$ cat src/rtl/bcd_pkg.sv
// -----------------------------------------------------------------------------
// bcd_pkg
// Shared definitions for the multi-digit BCD up/down counter:
//   state_t        control FSM states (IDLE, RUN, PAUSED)
//   BCD_MAX_DIGIT  largest legal decimal digit
//   clamp_digit()  forces an out-of-range nibble (A..F) to 9
// -----------------------------------------------------------------------------
package bcd_pkg;

  typedef enum logic [1:0] {
    IDLE   = 2'd0,
    RUN    = 2'd1,
    PAUSED = 2'd2
  } state_t;

  localparam logic [3:0] BCD_MAX_DIGIT = 4'd9;

  function automatic logic [3:0] clamp_digit(input logic [3:0] d);
    return (d > BCD_MAX_DIGIT) ? BCD_MAX_DIGIT : d;
  endfunction

endpackage

$ cat src/rtl/bcd_counter_digit.sv
// -----------------------------------------------------------------------------
// bcd_digit
// One decade of the BCD counter. Purely combinational.
// Ports:
//   digit       current digit value
//   inc / dec   step direction (at most one high)
//   cin         carry (up) or borrow (down) from the lower decade; digit 0
//               gets a constant 1 so that it steps every time
//   digit_next  digit after the step
//   cout        carry/borrow to the next decade (9->0 up, 0->9 down)
// -----------------------------------------------------------------------------
module bcd_digit
  import bcd_pkg::*;
(
  input  logic [3:0] digit,
  input  logic       inc,
  input  logic       dec,
  input  logic       cin,
  output logic [3:0] digit_next,
  output logic       cout
);

  always_comb begin
    digit_next = digit;
    cout       = 1'b0;
    if (cin) begin
      if (inc) begin
        // >= rather than == so a stray non-BCD value still rolls to 0
        if (digit >= BCD_MAX_DIGIT) begin
          digit_next = 4'd0;
          cout       = 1'b1;
        end else begin
          digit_next = digit + 4'd1;
        end
      end else if (dec) begin
        if (digit == 4'd0) begin
          digit_next = BCD_MAX_DIGIT;
          cout       = 1'b1;
        end else begin
          digit_next = digit - 4'd1;
        end
      end
    end
  end

endmodule

$ cat src/rtl/bcd_updown_counter.sv
// -----------------------------------------------------------------------------
// bcd_updown_counter
// DIGITS-decade BCD up/down counter with IDLE/RUN/PAUSED control FSM,
// parallel load (per-digit clamp to 9), synchronous clear and a registered
// one-cycle terminal-count pulse.
// Parameters:
//   DIGITS  number of decades (count is 4*DIGITS bits, digit 0 in [3:0])
//   WRAP    1: wrap at terminal and keep running; 0: hold at terminal, go IDLE
// Ports:
//   clk       clock, rising edge
//   rst       asynchronous active-low reset
//   clr       synchronous clear (0 when counting up, all 9 when down)
//   load      synchronous load of load_val
//   load_val  BCD load value
//   start     enter/resume RUN
//   stop      pause RUN
//   up_down   1 = up, 0 = down
//   tick      (only with BCD_CNT_TICK_EN) step enable inside RUN
//   count     current BCD count
//   running   FSM is in RUN
//   tc        one-cycle pulse after a terminal-count step
// Optional macro: BCD_CNT_TICK_EN adds the tick input.
// -----------------------------------------------------------------------------
module bcd_updown_counter
  import bcd_pkg::*;
#(
  parameter int DIGITS = 2,
  parameter bit WRAP   = 1'b1
) (
  input  logic                  clk,
  input  logic                  rst,
  input  logic                  clr,
  input  logic                  load,
  input  logic [4*DIGITS-1:0]   load_val,
  input  logic                  start,
  input  logic                  stop,
  input  logic                  up_down,
`ifdef BCD_CNT_TICK_EN
  input  logic                  tick,
`endif
  output logic [4*DIGITS-1:0]   count,
  output logic                  running,
  output logic                  tc
);

  localparam int W = 4 * DIGITS;

  state_t         state_reg, state_next;
  logic [W-1:0]   count_reg, count_next;
  logic           tc_reg, tc_next;

  logic [W-1:0]   stepped;
  logic [W-1:0]   clamped;
  logic [W-1:0]   clear_val;
  logic [DIGITS:0] carry;
  logic           step_en;

`ifdef BCD_CNT_TICK_EN
  assign step_en = tick;
`else
  assign step_en = 1'b1;
`endif

  // Digit 0 always steps; a carry/borrow out of the top decade means every
  // digit was at its terminal value, i.e. the count was at terminal.
  assign carry[0] = 1'b1;

  generate
    for (genvar gi = 0; gi < DIGITS; gi++) begin : g_digit
      bcd_digit u_digit (
        .digit      (count_reg[4*gi +: 4]),
        .inc        (up_down),
        .dec        (~up_down),
        .cin        (carry[gi]),
        .digit_next (stepped[4*gi +: 4]),
        .cout       (carry[gi+1])
      );
      assign clamped[4*gi +: 4]   = clamp_digit(load_val[4*gi +: 4]);
      assign clear_val[4*gi +: 4] = up_down ? 4'd0 : BCD_MAX_DIGIT;
    end
  endgenerate

  always_comb begin
    state_next = state_reg;
    count_next = count_reg;
    tc_next    = 1'b0;
    if (clr) begin
      count_next = clear_val;
      state_next = IDLE;
    end else if (load) begin
      count_next = clamped;
      state_next = IDLE;
    end else if (stop) begin
      if (state_reg == RUN) state_next = PAUSED;
    end else if (start && (state_reg != RUN)) begin
      // Entering RUN: first step happens on the following edge
      state_next = RUN;
    end else if ((state_reg == RUN) && step_en) begin
      if (carry[DIGITS]) begin
        tc_next = 1'b1;
        if (WRAP) count_next = stepped;   // stepped already holds the wrapped value
        else      state_next = IDLE;      // saturate: hold terminal count
      end else begin
        count_next = stepped;
      end
    end
  end

  always_ff @(posedge clk or negedge rst) begin
    if (!rst) begin
      state_reg <= IDLE;
      count_reg <= '0;
      tc_reg    <= 1'b0;
    end else begin
      state_reg <= state_next;
      count_reg <= count_next;
      tc_reg    <= tc_next;
    end
  end

  assign count   = count_reg;
  assign running = (state_reg == RUN);
  assign tc      = tc_reg;

endmodule

$ cat config.mk
export PLATFORM = sky130hd
export DESIGN_NAME = bcd_updown_counter
export DESIGN_NICKNAME = d
export VERILOG_FILES = /design/src/rtl/bcd_pkg.sv /design/src/rtl/bcd_counter_digit.sv /design/src/rtl/bcd_updown_counter.sv
export SDC_FILE = /design/constraint.sdc
export NUM_CORES = 1
export LEC_CHECK = 0
export CAP_MARGIN = 20
export CORE_MARGIN = 2
export CORE_UTILIZATION = 23
export DETAILED_ROUTE_END_ITERATION = 8
export SYNTH_ARGS = -nofsm -noshare
export SYNTH_HDL_FRONTEND = slang
export SYNTH_SLANG_ARGS = --single-unit
$ cat constraint.sdc
create_clock -name clk -period 1.76 [get_ports clk]
set_input_delay 0.264 -clock clk [delete_from_list [all_inputs] [get_ports clk]]
set_output_delay 0.264 -clock clk [all_outputs]
set_load 0.05 [all_outputs]
---- After elaboration in Yosys (flattened, before gate mapping) ----
Cells that the tools add are included.
word-level totals
  flip-flop bits (word level) ............. 11
  input bits .............................. 15
  output and inout bits ................... 10
  logic and storage cells ................. 59
operators by class
  add/subtract/negate cells ............... 4
  $lt $le $gt $ge ......................... 4
  equality and inequality tests ........... 5
  multiplexer cells ....................... 33
  reductions and logical operators ........ 9
operators by type and width
  cell                                                                     number
  4-bit 2-to-1 mux                                                         10
  8-bit 2-to-1 mux                                                         5
  1-bit 2-to-1 mux                                                         13
  2-bit 2-to-1 mux                                                         5
  4-bit by 1-bit adder with 4-bit output, second input constant            2
  4-bit >= comparator, second input constant                               2
  4-bit greater-than comparator, second input constant                     2
  4-bit logical NOT                                                        2
  4-bit by 1-bit subtractor with 4-bit output, second input constant       2
  3-bit inequality test, second input constant                             2
  3-bit nonzero test                                                       2
  4-bit by 3-bit inequality test with 1-bit output, second input constant  1
  4-bit AND reduction                                                      1
  4-bit nonzero test                                                       1
  3-bit AND reduction                                                      1
  2-bit by 1-bit == test with 1-bit output, second input constant          1
  2-bit by 1-bit inequality test with 1-bit output, second input constant  1
  2-bit AND reduction                                                      1
  1-bit logical AND                                                        1

---- Longest topological paths before layout ----
  word-level depth ........................ 10
  gate-level depth with buffers ........... 6
  mapped depth without buffers ............ 6

---- Hierarchy ----
A second synthesis with hierarchy kept.
second synthesis, totals
  cells, all modules ...................... 142
  area total of the unflattened synthesis .. 1148.6 µm²
by module, submodules not included
  module              times used  cells an instance  area an instance (µm²)  sequential area each (µm²)
  bcd_updown_counter  1           60                 600.6                   275.3
  bcd_digit           2           41                 274.0                   0.0

---- Worst setup path after synthesis ----
No wires, ideal clock.
  path type ............................... flip-flop to flip-flop
  start ................................... reg count_reg[0], in the netlist count[0]
  end ..................................... reg count_reg[1], in the netlist count[1]
  setup time .............................. 122 ps
  data arrival time ....................... 1950 ps
  required time ........................... 1638 ps
  path slack .............................. -312 ps
  cell stages (with the launch flop) ...... 7
  path buffers ............................ 0
  clock period less this slack ............ 2072 ps
  cells stage by stage .................... dfrtp_1 > inv_1 > ha_1 > or3b_4 > a21boi_4 > a211o_1 > a32o_1
between the ends
  word-level cells in the longest chain between the ends .. 8
  elaborated cells on any way between the ends .. 12
  those cells by class .................... 2 x add/sub; 1 x order compare; 8 x mux; 1 x reduce/logical
ends and longest elaborated chain
  what                                                                 RTL line                                          RTL
  start: declaration                                                   bcd_updown_counter.sv:49                          logic [W-1:0] count_reg, count_next;
  start signal: assignment                                             bcd_updown_counter.sv:116                         count_reg <= count_next;
  4-bit by 1-bit subtractor with 4-bit output (tied with other cells)  bcd_counter_digit.sv:40                           digit_next = digit - 4'd1;
  4-bit 2-to-1 mux (on tied branches)                                  bcd_counter_digit.sv:36, bcd_counter_digit.sv:29
  4-bit 2-to-1 mux *                                                   bcd_counter_digit.sv:27                           if (inc) begin
  8-bit 2-to-1 mux *                                                   bcd_updown_counter.sv:98                          end else if ((state_reg == RUN) && step_en) begin
  8-bit 2-to-1 mux *                                                   bcd_updown_counter.sv:95                          end else if (start && (state_reg != RUN)) begin
  8-bit 2-to-1 mux *                                                   bcd_updown_counter.sv:93                          end else if (stop) begin
  8-bit 2-to-1 mux *                                                   bcd_updown_counter.sv:90                          end else if (load) begin
  8-bit 2-to-1 mux *                                                   bcd_updown_counter.sv:87                          if (clr) begin
Mark *: on every way between the ends. The rest lies on a longest branch, timed or not. The select of a mux whose other input is x is not followed.
A chain may end at the register's enable or synchronous reset.

---- Worst setup path in the final report ----
  start ................................... reg count_reg[0], in the netlist count[0]
  end ..................................... reg count_reg[5], in the netlist count[5]
between the ends
  word-level cells in the longest chain between the ends .. 5
  elaborated cells on any way between the ends .. 7
  those cells by class .................... 1 x order compare; 3 x mux; 3 x reduce/logical
ends and longest elaborated chain
  what                                                      RTL line
  4-bit >= comparator or 4-bit logical NOT (tied branches)  bcd_counter_digit.sv:29, bcd_counter_digit.sv:36
  1-bit 2-to-1 mux (on tied branches)                       bcd_counter_digit.sv:29, bcd_counter_digit.sv:36
  1-bit 2-to-1 mux *                                        bcd_counter_digit.sv:27
  3-bit nonzero test (no line) *                            -
  4-bit AND reduction (no line) *                           -
Mark *: on every way between the ends. The rest lies on a longest branch, timed or not.

==> results.md <==
| Result | Reported |
| --- | --- |
| Cts bufs inserted | 3 |
| Mapped cell area | 1110 um2 |
| Vias in the first global route | 1120 |
| Number of cells produced by synthesis | 131 |
| Worst-margin pin slew | 0.526 ns |
| Most common cell in the synthesized netlist | sky130_fd_sc_hd__inv_1 |
| Result of the run | complete, no violations |
| Count of pins over their slew limit | 0 |
| Minimum clock period after layout | 1.74 ns |
| Ratio of total power to cell area | 731 nW/um2 |
| Critical Path Source Type | register |
| Root buf cell | sky130_fd_sc_hd__clkbuf_8 |
| Antenna violations before repair | 0 |
| Initial Util | 23.7% |
| Max-cap violation count | 0 |
| Power Internal | 0.772 mW |
| Post-detailed-route DRC marker count | 0 |
| Pre-CTS worst setup slack | -0.0665 ns |
| Count of flip-flops with a built-in enable after synthesis | 0 |
| First-pass iteration count of the detailed router | 4 |
| Synthesized-area fraction occupied by and/or/nand/nor cells | 24.9% |
| Final weighted congestion in routability-driven placement | 0.846 |
| Number of rows created at floorplan | 25 |
| Number of vias in the routed layout | 1175 |
| Fin area | 1730 um2 |
| Crit end category | register |
| Logic depth of the worst register-to-register path | 6 |
| Post-synthesis register bit count | 11 |
| Kind of critical path | reg2reg |
| Largest family of logic cells by synthesized area | compound AO/OA/AOI/OAI gates |
| Number of violations reported at the end of detailed-routing iteration 0 | 49 |
| Worst setup skew after layout | 0.000638 ns |
| Mux share of post-synthesis cell area | 0.900% |
| Die area | 5410 um2 |
| Clock power frac | 19.6% |
| Routed via count divided by cell count | 5.00 |
| Antenna violation net count after detailed routing | 0 |
| CTS clk-pin slew, worst paths | 0.05 ns |
| Static Leak | 0.703 nW |
| Post-synthesis cell type with the largest combined area | sky130_fd_sc_hd__dfrtp_1 |
| Die Y-Extent | 73.5 um |
| Largest fanout on the critical path | 4 |
| Clock tree from TritonCTS | yes |
| Upper clock frequency limit | 573 MHz |
| P_sw | 0.492 mW |
| Max FFs per register | 8 |
| Number of failing hold endpoints at the final stage | 0 |
| Global router's overall resource usage | 12.6% |
| Leading cell types by total area after synthesis | sky130_fd_sc_hd__dfrtp_1 25%, sky130_fd_sc_hd__ha_1 7.9%, sky130_fd_sc_hd__inv_1 4.7% |
| Required time at the endpoint of the critical path | 1.90 ns |
| # diodes | 0 |
| Post-synth top cells | 14 x sky130_fd_sc_hd__inv_1, 11 x sky130_fd_sc_hd__dfrtp_1, 10 x sky130_fd_sc_hd__a21oi_1 |
| Async SR Flop Fraction | 100% |
| Post-route core utilization | 36.8% |
| Number of unique standard cell types used by synthesis | 51 |
| Period utilisation layout | 99.1% |
| Adder-cell share of the synthesized area | 7.87% |
| Switching part of the total power | 38.9% |
| Count of synthesis-stage warnings from yosys | 0 |
| I/O pin cnt | 25 |
| Hold-fix buffer count after cts | 0 |
| Clock net sink count | 11 |
| Worst Hold Margin | 0.382 ns |
| Share of cells above drive strength 1 | 38.7% |
| Final critical-path setup slack | 0.0156 ns |
| First-pass GRT wire length | 5380 um |
| Worst rel slew slack | 64.8% |
| H-tree lvl count | 1 |
| Routed wirelength normalized by instance count | 13.7 um |
| Tightest Hold Check Type | in2async |
| HPWL after DPL | 2580 um |
| Post-Place Cell Area | 1620 um2 |
| Layout Nets | 204 |
| Arrival time worst endpoint | 1.88 ns |
| Xor and xnor area share after synthesis | 0.787% |
| Standard cell core area | 4690 um2 |
| DIE WIDTH | 73.5 um |
| Part of the Yosys area used for sequential elements | 24.7% |
| Pin count of the biggest net entering global routing | 13 |
| Gate power share | 54.2% |
| Area growth syn-to-layout | 55.3% |
| Synthesized area divided by synthesized cell count | 8.49 um2 |
| Seq pwr share | 26.2% |
| Final setup violation count | 0 |
| Worst skew pair latency | 0.23 ns |
| Count of input and output buffers | 24 |
| Wirelength, routed | 3230 um |
| Post-Syn Nets | 153 |
| Peak supply drop | 0.212 mV |
| Unrepaired setup endpoints after global routing | yes |
| Ys flop type | sky130_fd_sc_hd__dfrtp_1 |
| Compound-cell area share of the yosys netlist | 31.5% |
| Share of the synthesized area in the top cell type | 24.7% |
| Remaining global-route overflow | 0 |
| Buffer levels on the longest clock path | 2 |
-- layer usage --
layer,vias up,GRT usage (%),share of wire (%)
li1,597,-,-
met1,551,18.6,50
met2,25,19.3,46
met3,2,0.960,3.0
met4,0,3.64,0.77
met5,-,0,0
-- power by group through the flow --
stage / registers, mW / clock network (mW) / logic [mW]
3_3_place_gp: 0.335 / 0 / 0.637
5_1_grt: 0.337 / 0.277 / 0.736
6_report: 0.331 / 0.248 / 0.685
2_1_floorplan: 0.414 / 0 / 0.295
4_1_cts: 0.329 / 0.255 / 0.650
3_5_place_dp: 0.334 / 0 / 0.639
-- final timing paths --
path / from / end / slack, ns
worst max-delay path: count[0]$_DFFE_PN0P_ / count[5]$_DFFE_PN0P_ / 0.02
worst min-delay path: rst / count[3]$_DFFE_PN0P_ / 0.38
worst max register to register: count[0]$_DFFE_PN0P_ / count[5]$_DFFE_PN0P_ / 0.02
worst min register to register: state_reg[0]$_DFFE_PN0P_ / state_reg[0]$_DFFE_PN0P_ / 0.61
max in group asynchronous: rst / count[5]$_DFFE_PN0P_ / 1.00
min in group clk: state_reg[0]$_DFFE_PN0P_ / state_reg[0]$_DFFE_PN0P_ / 0.61
-- area by class of cell --
cell class	count	area, um2
clock buffer	4	45.0
fill	501	2960
inverter	14	55.1
multi-input combinational	98	802
sequential	11	280
tap	54	67.6
timing repair buffer	54	478
-- timing repair --
item | 4_1_cts | 5_1_grt
setup endpoints to repair | 2 | 7
buffers inserted | 1 | 2
resized for setup | 0 | 10
pin swaps | 1 | 8
-- worst max-delay path, stage by stage, from the launching register on --
cell                      delay, ns
sky130_fd_sc_hd__dfrtp_2       0.41
sky130_fd_sc_hd__inv_2         0.08
sky130_fd_sc_hd__ha_4          0.15
sky130_fd_sc_hd__or3b_4        0.43
sky130_fd_sc_hd__a31oi_4       0.18
sky130_fd_sc_hd__a21o_4        0.17
sky130_fd_sc_hd__mux2i_2       0.22
-- metrics by stage --
step           power [mW]  TNS (ns)  cells
2_1_floorplan       0.709    -0.164    131
5_1_grt              1.35    -0.232    235
3_3_place_gp        0.972    -0.181    228
6_report             1.26         0    235
4_1_cts              1.23  -0.00894    233
3_5_place_dp        0.974    -0.286    228
-- cell families (layout without fill, tap and decap cells) --
family                     count (synthesis)  in the layout
buffers and inverters                     22             72
DFF                                       11             11
adders and majority gates                  7              7
and+or+nand+nor                           43             43
muxes                                      1              1
AOI/OAI and AO/OA                         46             46
xor gates and xnor gates                   1              1
-- cell usage in the layout (no fill, tap or decap), drive strengths merged, types with 3 or more instances in the layout --
cell,n
nor3,10
nor2,4
o21ai,5
a211oi,4
ha,7
clkdlybuf4s50,14
a21oi,10
clkbuf,4
nand2,4
nor3b,4
buf,40
or3b,4
o311ai,3
dfrtp,11
inv,14
(Power assumes the default switching activity.)
